**src/rtl/multi_operand_add_seq.sv**
```systemverilog
// Multi-operand add sequencer: folds a valid/ready operand stream into cin + sum,
// consuming operands in pairs through one 3-operand add (acc + a + b) per pair.
module multi_operand_add_seq #(
  parameter int WIDTH   = 4,
  parameter int MAX_OPS = 8,
  parameter int CNT_W   = 4,
  parameter int ACC_W   = WIDTH + 3
) (
  input  logic             clk,
  input  logic             rst_n,
  input  logic             start,
  input  logic [CNT_W-1:0] num_ops,
  input  logic             cin,
  input  logic             op_valid,
  input  logic [WIDTH-1:0] op_data,
  output logic             op_ready,
  output logic             res_valid,
  output logic [ACC_W-1:0] res_data,
  input  logic             res_ready,
  output logic             busy
);

  typedef enum logic [2:0] {IDLE, COLL_A, COLL_B, TAIL, DONE} state_t;

  state_t           state, state_nxt;
  logic [ACC_W-1:0] acc;
  logic [WIDTH-1:0] a_reg;
  logic [CNT_W-1:0] remaining;
  logic [CNT_W-1:0] n_sat;
  logic             op_fire;
  logic             res_fire;
  logic             last_op;

  assign n_sat    = (num_ops > CNT_W'(MAX_OPS)) ? CNT_W'(MAX_OPS) : num_ops;
  assign op_fire  = op_valid && op_ready;
  assign res_fire = res_valid && res_ready;
  assign last_op  = (remaining == CNT_W'(1));
  assign res_data = acc;

  always_ff @(posedge clk or negedge rst_n) begin
    if (!rst_n) state <= IDLE;
    else        state <= state_nxt;
  end

  always_comb begin
    state_nxt = state;
    case (state)
      IDLE:    if (start) state_nxt = (n_sat == '0) ? DONE : COLL_A;
      COLL_A:  if (op_fire) state_nxt = last_op ? TAIL : COLL_B;
      COLL_B:  if (op_fire) state_nxt = last_op ? DONE : COLL_A;
      TAIL:    state_nxt = DONE;
      DONE:    if (res_fire) state_nxt = IDLE;
      default: state_nxt = IDLE;
    endcase
  end

  always_comb begin
    op_ready  = (state == COLL_A) || (state == COLL_B);
    res_valid = (state == DONE);
    busy      = (state != IDLE);
  end

  // Odd counts park the last operand in a_reg; TAIL folds it in with a zero third term.
  always_ff @(posedge clk or negedge rst_n) begin
    if (!rst_n) begin
      acc       <= '0;
      a_reg     <= '0;
      remaining <= '0;
    end else begin
      case (state)
        IDLE: if (start) begin
          acc       <= ACC_W'(cin);
          remaining <= n_sat;
        end
        COLL_A: if (op_fire) begin
          a_reg     <= op_data;
          remaining <= remaining - CNT_W'(1);
        end
        COLL_B: if (op_fire) begin
          acc       <= acc + ACC_W'(a_reg) + ACC_W'(op_data);
          remaining <= remaining - CNT_W'(1);
        end
        TAIL:    acc <= acc + ACC_W'(a_reg);
        default: ;
      endcase
    end
  end

endmodule
```
**config.mk**
```make
export PLATFORM = sky130hd
export DESIGN_NAME = multi_operand_add_seq
export DESIGN_NICKNAME = d
export VERILOG_FILES = /design/src/rtl/multi_operand_add_seq.sv
export SDC_FILE = /design/constraint.sdc
export NUM_CORES = 1
export LEC_CHECK = 0
export ABC_AREA = 1
export BUFFER_PORTS_ARGS = -buffer_cell sky130_fd_sc_hd__buf_2
export CORE_UTILIZATION = 31
export DETAILED_ROUTE_END_ITERATION = 10
export SETUP_SLACK_MARGIN = 0.3
export SLEW_MARGIN = 10
export SYNTH_ARGS = -nofsm -noshare
export SYNTH_HDL_FRONTEND = slang
export SYNTH_SLANG_ARGS = --single-unit
```
**constraint.sdc**
```tcl
create_clock -name clk -period 3.06 [get_ports clk]
set_input_delay 0.153 -clock clk [delete_from_list [all_inputs] [get_ports clk]]
set_output_delay 0.153 -clock clk [all_outputs]
set_load 0.1 [all_outputs]
```
==> impl_metrics.yaml, run 1 <==
status:
  outcome: "finished, final reports clean"
sta:
  min_period_ns: 2.44
  final-hold-violation-count: 0
  setup_violations: 0
  max_slew.worst_pin.slew_ns: 0.492
  fin_crit_sh: 0.799
  final_max_slew_viol_count: 0
  grt_setup_unrepaired: "false"
  skew_ns: 0.00128
  tns_ns: 0
  max_slew_margin: 0.674
  clock.fmax_mhz: 409
clock_network:
  cts.sinks: 18
  htree_num_levels: 1
  post-cts-setup-buffers: 0
  worstSkewPairLatency_ns: 0.26
  hold_buffers: 1
  cts_tree: "done"
  cts_max_path_buffers: 2
  clk_pin_slew_ns: 0.07
  cts_buffers: 3
  cts_resized: 0
  clock-root-buffer: "clkbuf_8"
die:
  dieArea_um2: 4960
  ios: 24
  die-width_um: 70.5
  initial_core_util: 0.329
  core_area_um2: 4410
  rows: 24
  die_h_um: 70.5
setup_path:
  max_stage_delay_ns: 0.42
  startpoint_type: "flop"
  path_cells: "ha_1 -> nand2_1 -> nand2_1 -> a31oi_1 -> nand2_1 -> nand2_1 -> inv_1 -> ha_1 -> nand3_1 -> nand2_1 -> nand2_1 -> nor2_1 -> nand3_1 -> nand3_1 -> nand2_1"
  path_max_fanout: 6
  crit_top_cell: "nand2_1"
  crit_arrival_ns: 2.60
  cp-end-kind: "flop"
  cp_slowest_cell: "dfrtp_2"
  crit_type: "flop to flop"
  cp.required_ns: 3.21
finish:
  areaGrowthSynthToFinish_pct: 16.1
  fin_util: 0.382
  antenna_cells: 0
  largest_reg_flops: 7
  final_common_cell: "nand2_1"
  multi_input_area_um2: 871
  ff_latch_area_um2: 453
  mostFrequentLayoutCells: "nand2_1 (64), inv_1 (32), buf_2 (23)"
  drive_above_1_share: 0.188
  fillers: 484
  final_nets: 257
global_route:
  grt_max_degree: 19
  overflow: 0
  grt_use_total: 0.144
  antenna_found_initial: 0
  met2_usage: 0.248
  grt_pass1_vias: 1315
  grt_pass1_wl_um: 5670
  top_usage_layer: "met2"
  use_met3: 0.0375
  grtUsageMet1: 0.173
synth:
  synth_top_family_by_area: "simple AND/OR/NAND/NOR gates"
  synthArstFlopShare: 1.00
  synth_ff_type: "dfrtp_1"
  syn_area_um2: 1450
  ys.warnings.count: 0
  synth-simple-area-share: 0.321
  syn_inst: 202
  syn_avg_cell_area_um2: 7.19
  synth_area_leaders: "dfrtp_1 (31%), nand2_1 (17%), ha_1 (8.6%)"
  synth_top_area_frac: 0.310
  ys_seq_area_frac: 0.310
  synth_fa_ha_area_frac: 0.114
  synth_edf_count: 0
  synth_nets: 228
  post_synth_xor_area_fraction: 0.0181
  post-synth-top-area-cell: "dfrtp_1"
  muxShareOfSynthArea: 0.0233
  synth-seq-cells: 18
  synth_compound_area_frac: 0.123
  synth.distinct_cells: 28
detailed_routing:
  dr.first_iter.drc_count: 49
  viasPerCell: 4.87
  wl_um: 3220
  num_vias: 1368
  drc: 0
  drt_pass1_iterations: 4
  drtAntennaViolNets: 0
  post_drt_wl_per_cell_um: 11.5
place:
  dp_hpwl_um: 2600
  io_buffer_count: 23
  place_congestion: 0.764
worst_hold_path:
  holdCritPathClass: "primary input to flop"
run:
  drv_cap: 0
==> through the flow <==
step	hold WS [ns]	setup WS [ns]	instance area, um^2	instances
6_report	0.146	0.616	1690	281
5_1_grt	0.150	0.343	1690	281
4_1_cts	0.149	0.593	1690	281
3_5_place_dp	0.119	0.608	1640	277
3_3_place_gp	0.115	0.600	1640	277
2_1_floorplan	-0.143	0.274	1460	202
==> critical path, delay by kind of cell, from the launching register on <==
kind,cells,cell delay [ns]
simple gates,11,0.97
fa+ha+maj,2,0.71
flops,1,0.42
compound gates,1,0.19
buf+inv,1,0.04
==> cells in the mapped netlist (2+ instances only) <==
library cell / number
nand4_1: 4
a21oi_1: 7
ha_1: 10
nor2_1: 10
inv_1: 32
nand2_2: 2
xnor2_1: 2
o21ai_0: 10
o211ai_1: 3
nand2_1: 64
mux2_2: 3
o22ai_1: 4
nand2_4: 3
fa_1: 2
nand3_1: 14
inv_2: 3
dfrtp_1: 18
==> cells by family (layout without fill, tap and decap cells) <==
group	count (synthesis)	after routing
AO/OA/AOI/OAI	29	29
XOR/XNOR	3	3
adder cells (fa/ha/maj)	12	12
buffers and inverters	35	62
flip-flops	18	18
multiplexers	3	3
AND/OR/NAND/NOR	102	102
==> metal layers <==
layer	share of wire	routed length, um	vias up
met5	0	0	-
met1	0.47	1510	616
met2	0.46	1490	32
met4	0.018	57	0
met3	0.049	158	7
li1	-	-	713
==> path summary, 6_finish.rpt <==
kind / startpoint / to / slack [ns] / depth (start not counted)
setup / recovery: res_data[2]$_DFFE_PN0P_ / res_data[6]$_DFFE_PN0P_ / 0.62 / 15
hold / removal: res_ready / state[2]$_DFFE_PN0P_ / 0.15 / 4
setup reg to reg: res_data[2]$_DFFE_PN0P_ / res_data[6]$_DFFE_PN0P_ / 0.62 / 15
hold reg to reg: a_reg[0]$_DFFE_PN0P_ / a_reg[0]$_DFFE_PN0P_ / 0.52 / 1
max in group asynchronous: rst_n / res_data[0]$_DFFE_PN0P_ / 2.39 / 2
min in group asynchronous: rst_n / res_data[1]$_DFFE_PN0P_ / 0.36 / 2
==> area by class of cell <==
| type | instances | area share |
|---|---|---|
| clock buffer | 3 | 0.0245 |
| inverter | 35 | 0.0779 |
| multi-input combinational | 149 | 0.516 |
| sequential | 18 | 0.269 |
| tap | 52 | 0.0386 |
| timing repair buffer | 24 | 0.0742 |
Power of run 1 is left out: the tool's default activity adds up to more than one toggle a clock period on the data nets, which glitch-free logic cannot reach.
==> run 2: changes to the inputs <==
==> constraint.sdc (replaced) <==
create_clock -name clk -period 2.5 [get_ports clk]
set_input_delay 0.125 -clock clk [delete_from_list [all_inputs] [get_ports clk]]
set_output_delay 0.125 -clock clk [all_outputs]
set_load 0.1 [all_outputs]
==> run 2 against run 1 <==
Against the previous run: flip-flop and latch count unchanged; cell count rose by 4.6%; clock skew is 0.0074 ns higher; core utilization rose by 6.5 points; worst hold slack got worse by 0.043 ns; register-to-register slack worse by 0.33 ns; maximum frequency is 10% higher.
==> impl_metrics.yaml, run 2 (synthesis gave the netlist of run 1 again) <==
status:
  outcome: "finished, final reports clean"
detailed_routing:
  viasPerCell: 4.75
  drt_pass1_iterations: 4
  wl_um: 3710
  drtAntennaViolNets: 0
  drc: 0
  num_vias: 1396
  post_drt_wl_per_cell_um: 12.6
  dr.first_iter.drc_count: 81
clock_network:
  cts_max_path_buffers: 2
  htree_num_levels: 1
  cts_buffers: 3
  clk_pin_slew_ns: 0.08
  cts.sinks: 18
  clock-root-buffer: "clkbuf_8"
  cts_tree: "done"
  worstSkewPairLatency_ns: 0.27
finish:
  final_nets: 269
  areaGrowthSynthToFinish_pct: 35.8
  ff_latch_area_um2: 463
  mostFrequentLayoutCells: "nand2_1 (54), inv_1 (28), buf_2 (23)"
  antenna_cells: 0
  final_common_cell: "nand2_1"
  fillers: 443
  largest_reg_flops: 7
  multi_input_area_um2: 1030
  drive_above_1_share: 0.376
setup_path:
  startpoint_type: "flop"
  rr_startpoint: "res_data[2]$_DFFE_PN0P_"
  path_max_fanout: 4
  cp-end-kind: "flop"
  cp.required_ns: 2.69
  rrSetupSlack_ns: 0.28
  crit_type: "flop to flop"
  worst_r2r_path_depth: 15
  crit_arrival_ns: 2.40
  startpoint: "res_data[2]$_DFFE_PN0P_"
  r2r-end: "res_data[4]$_DFFE_PN0P_"
worst_hold_path:
  min_to: "a_reg[0]$_DFFE_PN0P_"
  holdCritPathClass: "primary input to flop"
  hold_depth: 2
  worstHoldStart: "op_data[0]"
die:
  core_area_um2: 4410
  initial_core_util: 0.329
  ios: 24
  dieArea_um2: 4960
  rows: 24
  die_h_um: 70.5
  die-width_um: 70.5
sta:
  min_period_ns: 2.22
  setup_violations: 0
  skew_ns: 0.00864
  max_slew.worst_pin.slew_ns: 0.487
  fin_crit_sh: 0.886
  clock.fmax_mhz: 451
  final-hold-violation-count: 0
  final_max_slew_viol_count: 0
  tns_ns: 0
  max_slew_margin: 0.677
  grt_setup_unrepaired: "true"
global_route:
  antenna_found_initial: 0
  grt_max_degree: 19
  grt_use_total: 0.162
  overflow: 0
  grt_pass1_wl_um: 6130
  grt_pass1_vias: 1368
place:
  io_buffer_count: 23
  place_congestion: 0.769
  dp_hpwl_um: 2650
run:
  drv_cap: 0
## run 2: critical path, stage by stage (launching register included)
cell and delay (ns):
dfrtp_4 0.50, ha_4 0.27, nand2_2 0.06, nand2_2 0.06, a31oi_4 0.18, inv_2 0.06, nand2_2 0.09, nand2_2 0.06
inv_2 0.06, ha_4 0.20, a21oi_2 0.13, nand2_2 0.06, nand2_2 0.08, nor2_4 0.05, buf_4 0.13, o22ai_2 0.14
## run 2: how the worst max path moves through the flow
| stage | to | slack [ns] | cells after the start |
|---|---|---|---|
| after floorplan | res_data[5]$_DFFE_PN0P_ | 0.12 | 13 |
| after global placement | res_data[6]$_DFFE_PN0P_ | 0.14 | 15 |
| after detailed placement | res_data[6]$_DFFE_PN0P_ | 0.10 | 15 |
| after CTS | res_data[3]$_DFFE_PN0P_ | 0.30 | 15 |
| after global routing | res_data[6]$_DFFE_PN0P_ | 0.17 | 16 |
| final | res_data[4]$_DFFE_PN0P_ | 0.28 | 15 |
## run 2: metal layers
metal,part of all wire,track usage,up-vias
met5,0,0,-
met4,0.025,0.0711,0
met3,0.044,0.0375,8
met2,0.45,0.263,33
met1,0.48,0.201,620
li1,-,-,735
## run 2: metrics by stage
stage | cells | util | setup WS, ns | hold slack [ns] | area [um^2]
6_report | 294 | 0.447 | 0.285 | 0.103 | 1970
5_1_grt | 294 | 0.447 | 0.171 | 0.105 | 1970
4_1_cts | 292 | 0.423 | 0.301 | 0.106 | 1870
3_5_place_dp | 277 | 0.384 | 0.100 | 0.0976 | 1700
3_3_place_gp | 277 | 0.384 | 0.145 | 0.0958 | 1700
2_1_floorplan | 202 | - | 0.116 | -0.171 | 1520
## run 2: final cells by class
cell class,instances,share of cell area
clock buffer,4,0.0279
timing repair buffer,36,0.117
inverter,35,0.0666
multi-input combinational,149,0.521
tap,52,0.0330
sequential,18,0.235
## run 2: repair_timing
action	4_1_cts	5_1_grt
hold buffers	1	0
resized for setup	6	23
gates cloned	0	0
pin swaps	10	17
setup endpoints to repair	3	4
hold endpoints to repair	18	0
buffers inserted	10	2
Power of run 2 is left out for the same reason.
